[config.mk]
export PLATFORM = sky130hd
export DESIGN_NAME = minilogix2
export DESIGN_NICKNAME = d
export VERILOG_FILES = /design/src/rtl/minilogix2.sv
export SDC_FILE = /design/constraint.sdc
export NUM_CORES = 1
export LEC_CHECK = 0
export ABC_AREA = 1
export ABC_CLOCK_PERIOD_IN_PS = 1810
export BUFFER_PORTS_ARGS = -buffer_cell sky130_fd_sc_hd__buf_2
export CAP_MARGIN = 30
export CORE_MARGIN = 8
export CORE_UTILIZATION = 42
export CTS_BUF_LIST = sky130_fd_sc_hd__clkbuf_4 sky130_fd_sc_hd__clkbuf_8
export DETAILED_ROUTE_END_ITERATION = 10
export HOLD_SLACK_MARGIN = 0.02
export PLACE_DENSITY = 0.58
export SKIP_CTS_REPAIR_TIMING = 1
export SYNTH_ARGS = -nofsm -noshare
export SYNTH_HDL_FRONTEND = slang
export SYNTH_SLANG_ARGS = --single-unit
[constraint.sdc]
create_clock -name clk -period 1.81 [get_ports clk]
set_input_delay 0 -clock clk [delete_from_list [all_inputs] [get_ports clk]]
set_output_delay 0 -clock clk [all_outputs]
set_load 0.01 [all_outputs]
[src/rtl/minilogix2.sv]
// minilogix2: serially configured fabric of K-input LUT cells with flops and an output crossbar.
// Defining MINILOGIX_READBACK_EN streams the previous configuration out on o_load_dat during a load.
module minilogix2 #(
    parameter int NIN  = 8,
    parameter int NOUT = 8,
    parameter int NLUT = 8,
    parameter int K    = 4
) (
    input  logic            clk,
    input  logic            rst,
    input  logic [NIN-1:0]  i_input,
    output logic [NOUT-1:0] o_output,
    input  logic            i_load_en,
    input  logic            i_load_clk,
    input  logic            i_load_dat,
    output logic            o_load_dat,
    output logic [2:0]      dbg_state
);
    localparam int NSRC     = NIN + NLUT + 2;
    localparam int SELW     = $clog2(NSRC);
    localparam int TT       = 2**K;
    localparam int LB       = TT + K*SELW + 1;
    localparam int CFG_BITS = NOUT*SELW + NLUT*LB;
    localparam int CNTW     = $clog2(CFG_BITS + 2);

    typedef enum logic [2:0] {
        ST_EMPTY = 3'b000,
        ST_LOAD  = 3'b001,
        ST_RUN   = 3'b010,
        ST_ERROR = 3'b011
    } state_t;

    state_t              state_r, next_s;
    logic                en_meta_r, en_sync_r, en_prev_r;
    logic                stb_meta_r, stb_sync_r, stb_prev_r;
    logic                dat_meta_r, dat_sync_r;
    logic [CFG_BITS-1:0] cfg_r;
    logic [CNTW-1:0]     cnt_r;
    logic [NLUT-1:0]     q_r, f_s, lut_reg_s, lut_out_s;
    logic [NSRC-1:0]     lut_src_s, out_src_s;
    logic [NOUT-1:0]     mux_s;
    logic                stb_rise_s, en_fall_s, accept_s, enter_load_s, run_s;

    // Out-of-range selects read as 0.
    function automatic logic pick(input logic [NSRC-1:0] v, input logic [SELW-1:0] sel);
        logic r;
        if (int'(sel) < NSRC) r = v[sel];
        else r = 1'b0;
        return r;
    endfunction

    // Two-flop synchronisers on the load pins, plus one history flop for edge detection
    always_ff @(posedge clk) begin
        if (rst) begin
            en_meta_r  <= 1'b0;
            en_sync_r  <= 1'b0;
            en_prev_r  <= 1'b0;
            stb_meta_r <= 1'b0;
            stb_sync_r <= 1'b0;
            stb_prev_r <= 1'b0;
            dat_meta_r <= 1'b0;
            dat_sync_r <= 1'b0;
        end else begin
            en_meta_r  <= i_load_en;
            en_sync_r  <= en_meta_r;
            en_prev_r  <= en_sync_r;
            stb_meta_r <= i_load_clk;
            stb_sync_r <= stb_meta_r;
            stb_prev_r <= stb_sync_r;
            dat_meta_r <= i_load_dat;
            dat_sync_r <= dat_meta_r;
        end
    end

    assign stb_rise_s = stb_sync_r & ~stb_prev_r;
    assign en_fall_s  = ~en_sync_r & en_prev_r;

    // FSM state register
    always_ff @(posedge clk) begin
        if (rst) state_r <= ST_EMPTY;
        else     state_r <= next_s;
    end

    // FSM next-state logic
    always_comb begin
        next_s = state_r;
        case (state_r)
            ST_EMPTY, ST_RUN, ST_ERROR: begin
                if (en_sync_r) next_s = ST_LOAD;
                else           next_s = state_r;
            end
            ST_LOAD: begin
                if (en_fall_s) next_s = (cnt_r == CNTW'(CFG_BITS)) ? ST_RUN : ST_ERROR;
                else           next_s = ST_LOAD;
            end
            default: next_s = ST_EMPTY;
        endcase
    end

    // FSM outputs: load control strobes and the gated fabric output
    always_comb begin
        enter_load_s = (state_r != ST_LOAD) && (next_s == ST_LOAD);
        accept_s     = (state_r == ST_LOAD) && stb_rise_s && !en_fall_s;
        run_s        = (state_r == ST_RUN) && (next_s == ST_RUN);
        if (state_r == ST_RUN) o_output = mux_s;
        else                   o_output = {NOUT{1'b0}};
    end

    assign dbg_state = state_r;

    // Config shift register and saturating bit counter
    always_ff @(posedge clk) begin
        if (rst) begin
            cfg_r <= {CFG_BITS{1'b0}};
            cnt_r <= {CNTW{1'b0}};
        end else if (enter_load_s) begin
            cnt_r <= {CNTW{1'b0}};
        end else if (accept_s) begin
            cfg_r <= {cfg_r[CFG_BITS-2:0], dat_sync_r};
            if (cnt_r != CNTW'(CFG_BITS + 1)) cnt_r <= cnt_r + CNTW'(1);
        end
    end

    // LUT flops follow f only while running; any other state parks them at zero
    always_ff @(posedge clk) begin
        if (rst)        q_r <= {NLUT{1'b0}};
        else if (run_s) q_r <= f_s;
        else            q_r <= {NLUT{1'b0}};
    end

    // LUT inputs only see flop values, so the fabric can never form a combinational loop.
    assign lut_src_s = {1'b1, 1'b0, q_r, i_input};

    for (genvar n = 0; n < NLUT; n++) begin : g_lut
        localparam int BASE = NOUT*SELW + n*LB;
        logic [K-1:0]  addr_s;
        logic [TT-1:0] tt_s;
        for (genvar k = 0; k < K; k++) begin : g_in
            assign addr_s[k] = pick(lut_src_s, cfg_r[BASE+TT+k*SELW +: SELW]);
        end
        assign tt_s         = cfg_r[BASE +: TT];
        assign f_s[n]       = tt_s[addr_s];
        assign lut_reg_s[n] = cfg_r[BASE+LB-1];
    end

    assign lut_out_s = (lut_reg_s & q_r) | (~lut_reg_s & f_s);
    assign out_src_s = {1'b1, 1'b0, lut_out_s, i_input};

    for (genvar o = 0; o < NOUT; o++) begin : g_out
        assign mux_s[o] = pick(out_src_s, cfg_r[o*SELW +: SELW]);
    end

`ifdef MINILOGIX_READBACK_EN
    logic rb_r;

    // Readback flop captures the outgoing MSB before each shift
    always_ff @(posedge clk) begin
        if (rst)           rb_r <= 1'b0;
        else if (accept_s) rb_r <= cfg_r[CFG_BITS-1];
        else               rb_r <= rb_r;
    end

    assign o_load_dat = rb_r;
`else
    assign o_load_dat = 1'b0;
`endif

endmodule
==> Yosys cells after proc, flatten, opt, wreduce, memory -nomap -nowiden <==
Index checks and enable logic that the tools add are counted.
{ "word_totals": {"regBits": 364, "elab_cells": 271} }
{ "classes": {"addsub": 1, "magnitude_cmp": 88, "eq_ne": 8, "mux": 141, "n_bitwise": 10, "n_reduce_logical": 11} }
{ "op_table": {"columns": ["operator", "n"], "rows": [
  ["less-than comparator 5 x 6 -> 1 bit (second input constant)", 40],
  ["binary-select mux 1 bit (select 5 bit)", 40],
  ["less-than comparator 5 bit (second input constant)", 40],
  ["2-to-1 mux 1 bit", 89],
  ["less-than comparator 4 x 5 -> 1 bit (second input constant)", 8],
  ["binary-select mux 1 bit (select 4 bit)", 8],
  ["AND 8 bit", 2],
  ["adder 9 x 1 -> 9 bit (second input constant)", 1],
  ["equality test 3 x 2 -> 1 bit (second input constant)", 3],
  ["equality test 9 bit (second input constant)", 1],
  ["inequality test 9 bit (second input constant)", 1],
  ["2-to-1 mux 8 bit", 1],
  ["inverter 8 bit", 1],
  ["bitwise OR 8 bit", 1],
  ["equality test 3 x 1 -> 1 bit (second input constant)", 2],
  ["case mux 3 bit (2 select lines)", 1],
  ["logical AND 1 bit", 4],
  ["inverter 1 bit", 4],
  ["AND reduction 2 bit", 2],
  ["OR reduction 2 bit", 2],
  ["logical NOT 3 bit", 1],
  ["2-to-1 mux 3 bit", 1],
  ["inequality test 3 x 1 -> 1 bit (second input constant)", 1],
  ["OR reduction 3 bit", 1],
  ["3 further kinds", 4]
]} }

==> Depth between registers and ports, before layout <==
{ "depth": {"ltp_word": 11, "mapped_depth": 22, "depth_no_buf": 21} }

==> Least setup slack after synthesis <==
Ideal clock, no wire load.
{ "synth_path": {"path_kind": "register to output", "from": "reg q_r[7]", "to": "out o_output[2]", "t_arrival_ns": 1.988, "required_time_ns": 1.810, "setup_slack_ns": -0.178, "path_stages_with_launch": 20, "path_buffers": 2, "cell_sequence": "dfxtp_1 buf_4 inv_4 buf_4 nand2_1 o211ai_1 nand3_1 nand3_1 nand2_1 o21ai_1 inv_1 nand3_1 nand3b_1 nand3_2 nand2_1 nand2_1 nand3_1 nand3_2 nand3_2 a21oi_2"} }
{ "synth_between": {"elab_chain_len": 11, "word_cells_on_any_way": 119, "cone_classes": "mux (116); bitwise (3)"} }
{ "synth_rtl": {"columns": ["item", "line_no", "source"], "rows": [
  ["start: declaration", "39", "logic [NLUT-1:0] q_r, f_s, lut_reg_s, lut_out_s;"],
  ["start signal: assignment", "126", "if (rst) q_r <= {NLUT{1'b0}};"],
  ["start signal: assignment", "127", "else if (run_s) q_r <= f_s;"],
  ["start signal: assignment", "128", "else q_r <= {NLUT{1'b0}};"],
  ["binary-select mux 1 bit (select 5 bit)", "47", "if (int'(sel) < NSRC) r = v[sel];"],
  ["2-to-1 mux 1 bit (not written as such)", "47", null],
  ["2-to-1 mux 1 bit", "47", null],
  ["binary-select mux 1 bit (select 4 bit)", "142", "assign f_s[n] = tt_s[addr_s];"],
  ["2-to-1 mux 1 bit (not written as such)", "142", null],
  ["AND 8 bit", "146", "assign lut_out_s = (lut_reg_s & q_r) | (~lut_reg_s & f_s);"],
  ["bitwise OR 8 bit *", "146", null],
  ["binary-select mux 1 bit (select 5 bit) *", "47", null],
  ["2-to-1 mux 1 bit (not written as such) *", "47", null],
  ["2-to-1 mux 1 bit *", "47", null],
  ["2-to-1 mux 8 bit *", "105", "if (state_r == ST_RUN) o_output = mux_s;"],
  ["end: declaration", "12", "output logic [NOUT-1:0] o_output,"]
]} }
Every way passes the cells marked *; elsewhere a longest branch is shown, timed or not. The select of a mux whose other input is x is not followed.

==> Worst setup path after layout <==
{ "layout_path": {"from": "reg q_r[6]", "to": "out o_output[2]"} }
The elaborated chain is that of the path after synthesis.

==> out/results.ini <==
[timing]
holdWs_ps=243
fin_skew_ps=36.9
fin_crit_sh_pct=179
rsz0062_at_grt=true
hold_viol=0
max_slew_margin_pct=61.4
final_max_slew_viol_count=0
fin_crit_ps=3250
worstMarginPinSlew_ps=571
setup_ws_ps=-1440
setup_tns_ps=-12500
fmax_mhz=308
setup_viol=17

[worst_setup_path]
endpoint=o_output[2]
endpoint_kind=primary output
path_max_fanout=8
reg2regPathDepth=14
startpoint=q_r[6]$_SDFF_PP0_
cp_cell_sequence=inv_8, buf_6, buf_4, a21oi_1, o21ai_1, nand3_1, o211ai_1, nand2_1, o21ai_4, buf_4, nand3_1, nand3_2, nand3_4, nand2_1, nand2_1, nand3_1, nand3_2, nand3_2, a21oi_2, buf_2
crit_required_ps=1810
cp-start-kind=register
path_class=reg -> out
arrival_ps=3250
ff2ff_setup_slack_ps=-310
r2r-end=q_r[7]$_SDFF_PP0_
slowest_stage=dfxtp_4
rr_startpoint=q_r[6]$_SDFF_PP0_
max_stage_delay_ps=390

[floorplan]
core_area_sq_um=49800
initial_core_util_pct=42.2
die_h_microns=240
rows=82
dieArea_sq_um=57400
ios=25
fp.dieW_microns=240

[finish]
nets=3575
drive_above_1_share_pct=23.4
diodes=0
areaGrowthSynthToFinish_pct=31.5

[clock_tree]
clockRootBuffer=clkbuf_8
clkTransAtPathRegs_ps=60
clock-sinks=364
clockBufferDepth=3
cts_tree=done
cts_max_level=3
clk_latency_ps=660
cts_buffers=71

[hold_path]
hold_class=in -> reg
whs_path_depth=3

[synthesis]
synth_seq_area_share_pct=34.7
netlist.area_leader.share_pct=34.7
synth_seq_cells=364
synth_warnings=0
avgSynthCellArea_sq_um=6.55
yosys.area.top_type=dfxtp_1
yosysMostFrequentCell=nand3_1
async_flop_share_pct=0
synth_edf_count=0
syn_area_sq_um=21000
synthTopCellsByCount=nand3_1 (512), o21ai_0 (493), nand2_1 (447)
syn_inst=3209
ys.flop_type=dfxtp_1
synth_cell_type_count=45
synth.area.top_cells=dfxtp_1 (35%), nand3_1 (12%), o21ai_0 (12%)

[place]
dp_slack_ps=-761
dpl.hpwl_mm=50.2
place_congestion=0.952
portBuffers=23

[power_and_ir_drop]
vdd_drop_max_uv=421
power_mw=19.3
p_leak_nw=10.9
pwr_density_cell_nw_per_um2=698

[detailed_routing]
wl_per_cell_microns=17.5
routed_via_density=5.60
num_vias=24000
ant_nets=0
route.detailed.drc=0
routed_wl_mm=75.0
drt_iter0_drc=2168
drt_first_pass_iters=6

[global_route]
antenna_found_initial=0
grt_pass1_wl_mm=115
grt_usage_pct=24.6
grt_pass1_vias=22100
grt_max_degree=70
grt_overflow=0

[outcome]
violations=setup timing
status=complete, but fails checks

[run]
drv_cap=0

## layout make-up
cell class	instances	area (sq um)
inverter	280	1110
multi-input combinational	2352	12200
clock inverter	15	224
tap	672	841
sequential	364	7320
clock buffer	109	1390
timing repair inverter	1	8.76
fill	4789	22100
timing repair buffer	489	4550
## worst max-delay path: cells and delay by family (launching register included)
| family | cells | cell delay (ps) |
|---|---|---|
| AO/OA/AOI/OAI | 5 | 530 |
| flip-flops | 1 | 390 |
| buffers and inverters | 5 | 650 |
| AND/OR/NAND/NOR | 10 | 1000 |
## layout by cell type, fill, tap and decap left out, types with 5 or more instances in the layout
master         count
inv_2             21
dfxtp_4            5
o21ai_2            9
o21ai_0          479
buf_6              9
o221ai_1          10
buf_12            62
clkinv_2           8
inv_4             11
bufinv_16          5
dlygate4sd3_1      7
nor2_2             5
clkbuf_8          92
nor2_1           233
dfxtp_2           13
nor3_1            11
buf_2             23
nor2_4             7
o31ai_1            5
o21ai_1           25
nand3_4           11
o211ai_1          41
clkbuf_4          17
nand3_2           67
o41ai_1            9
a21oi_2           16
nand3b_1          11
nand3_1          467
nand4_1           14
dfxtp_1          346
nand2_4           16
buf_4            382
nand4_2            5
nand2_1          426
a31oi_1            6
nand2_2           30
inv_1            236
a21oi_1          421
## layer usage
metal / wire length, microns / track usage (%) / share of wire, %
met4: 2640 / 10.2 / 3.5
met2: 33200 / 39.0 / 44
met1: 33400 / 33.1 / 45
met5: 0 / 0 / 0
met3: 5730 / 3.64 / 7.6
## report_power, final
group | switching [mW] | internal (mW)
combinational | 1.13 | 0.656
sequential | 0.0359 | 8.05
clock | 3.78 | 5.63
total | 4.94 | 14.3
## cells by family (layout without fill, tap and decap cells)
family	Yosys count	in the layout	share of synthesized area (%)
AO/OA/AOI/OAI	1030	1030	25.7
XOR/XNOR	1	1	0.0417
adder cells (fa/ha/maj)	3	3	0.179
buffers and inverters	498	894	10.0
flip-flops	364	364	34.7
other	1	2	0.0178
AND/OR/NAND/NOR	1312	1316	29.3
## registers in the layout (all words and copies together) (netlist names)
| name | flops |
|---|---|
| cfg_r | 336 |
| cnt_r | 9 |
| q_r | 8 |
| dbg_state | 3 |
| dat_meta_r | 1 |
| dat_sync_r | 1 |
| en_meta_r | 1 |
| en_prev_r | 1 |
| en_sync_r | 1 |
| stb_meta_r | 1 |
| stb_prev_r | 1 |
| stb_sync_r | 1 |
## stage by stage
step | util [%] | instances | cell area, sq um
floorplan | - | 3210 | 21200
global placement | 50.5 | 4127 | 25100
detailed placement | 50.5 | 4127 | 25100
CTS | 53.8 | 4251 | 26700
global route | 55.5 | 4282 | 27600
finish | 55.5 | 4282 | 27600
## worst min-delay path by stage
stage / slack (ps) / to / start
3_3_place_gp: 200 / dat_meta_r$_SDFF_PP0_ / i_load_dat
5_1_grt: 260 / en_sync_r$_SDFF_PP0_ / rst
3_5_place_dp: 210 / stb_meta_r$_SDFF_PP0_ / i_load_clk
6_report: 240 / stb_prev_r$_SDFF_PP0_ / rst
2_1_floorplan: 110 / dat_meta_r$_SDFF_PP0_ / i_load_dat
4_1_cts: -500 / stb_meta_r$_SDFF_PP0_ / i_load_clk
Note: power is estimated with default switching activity, not from simulation.
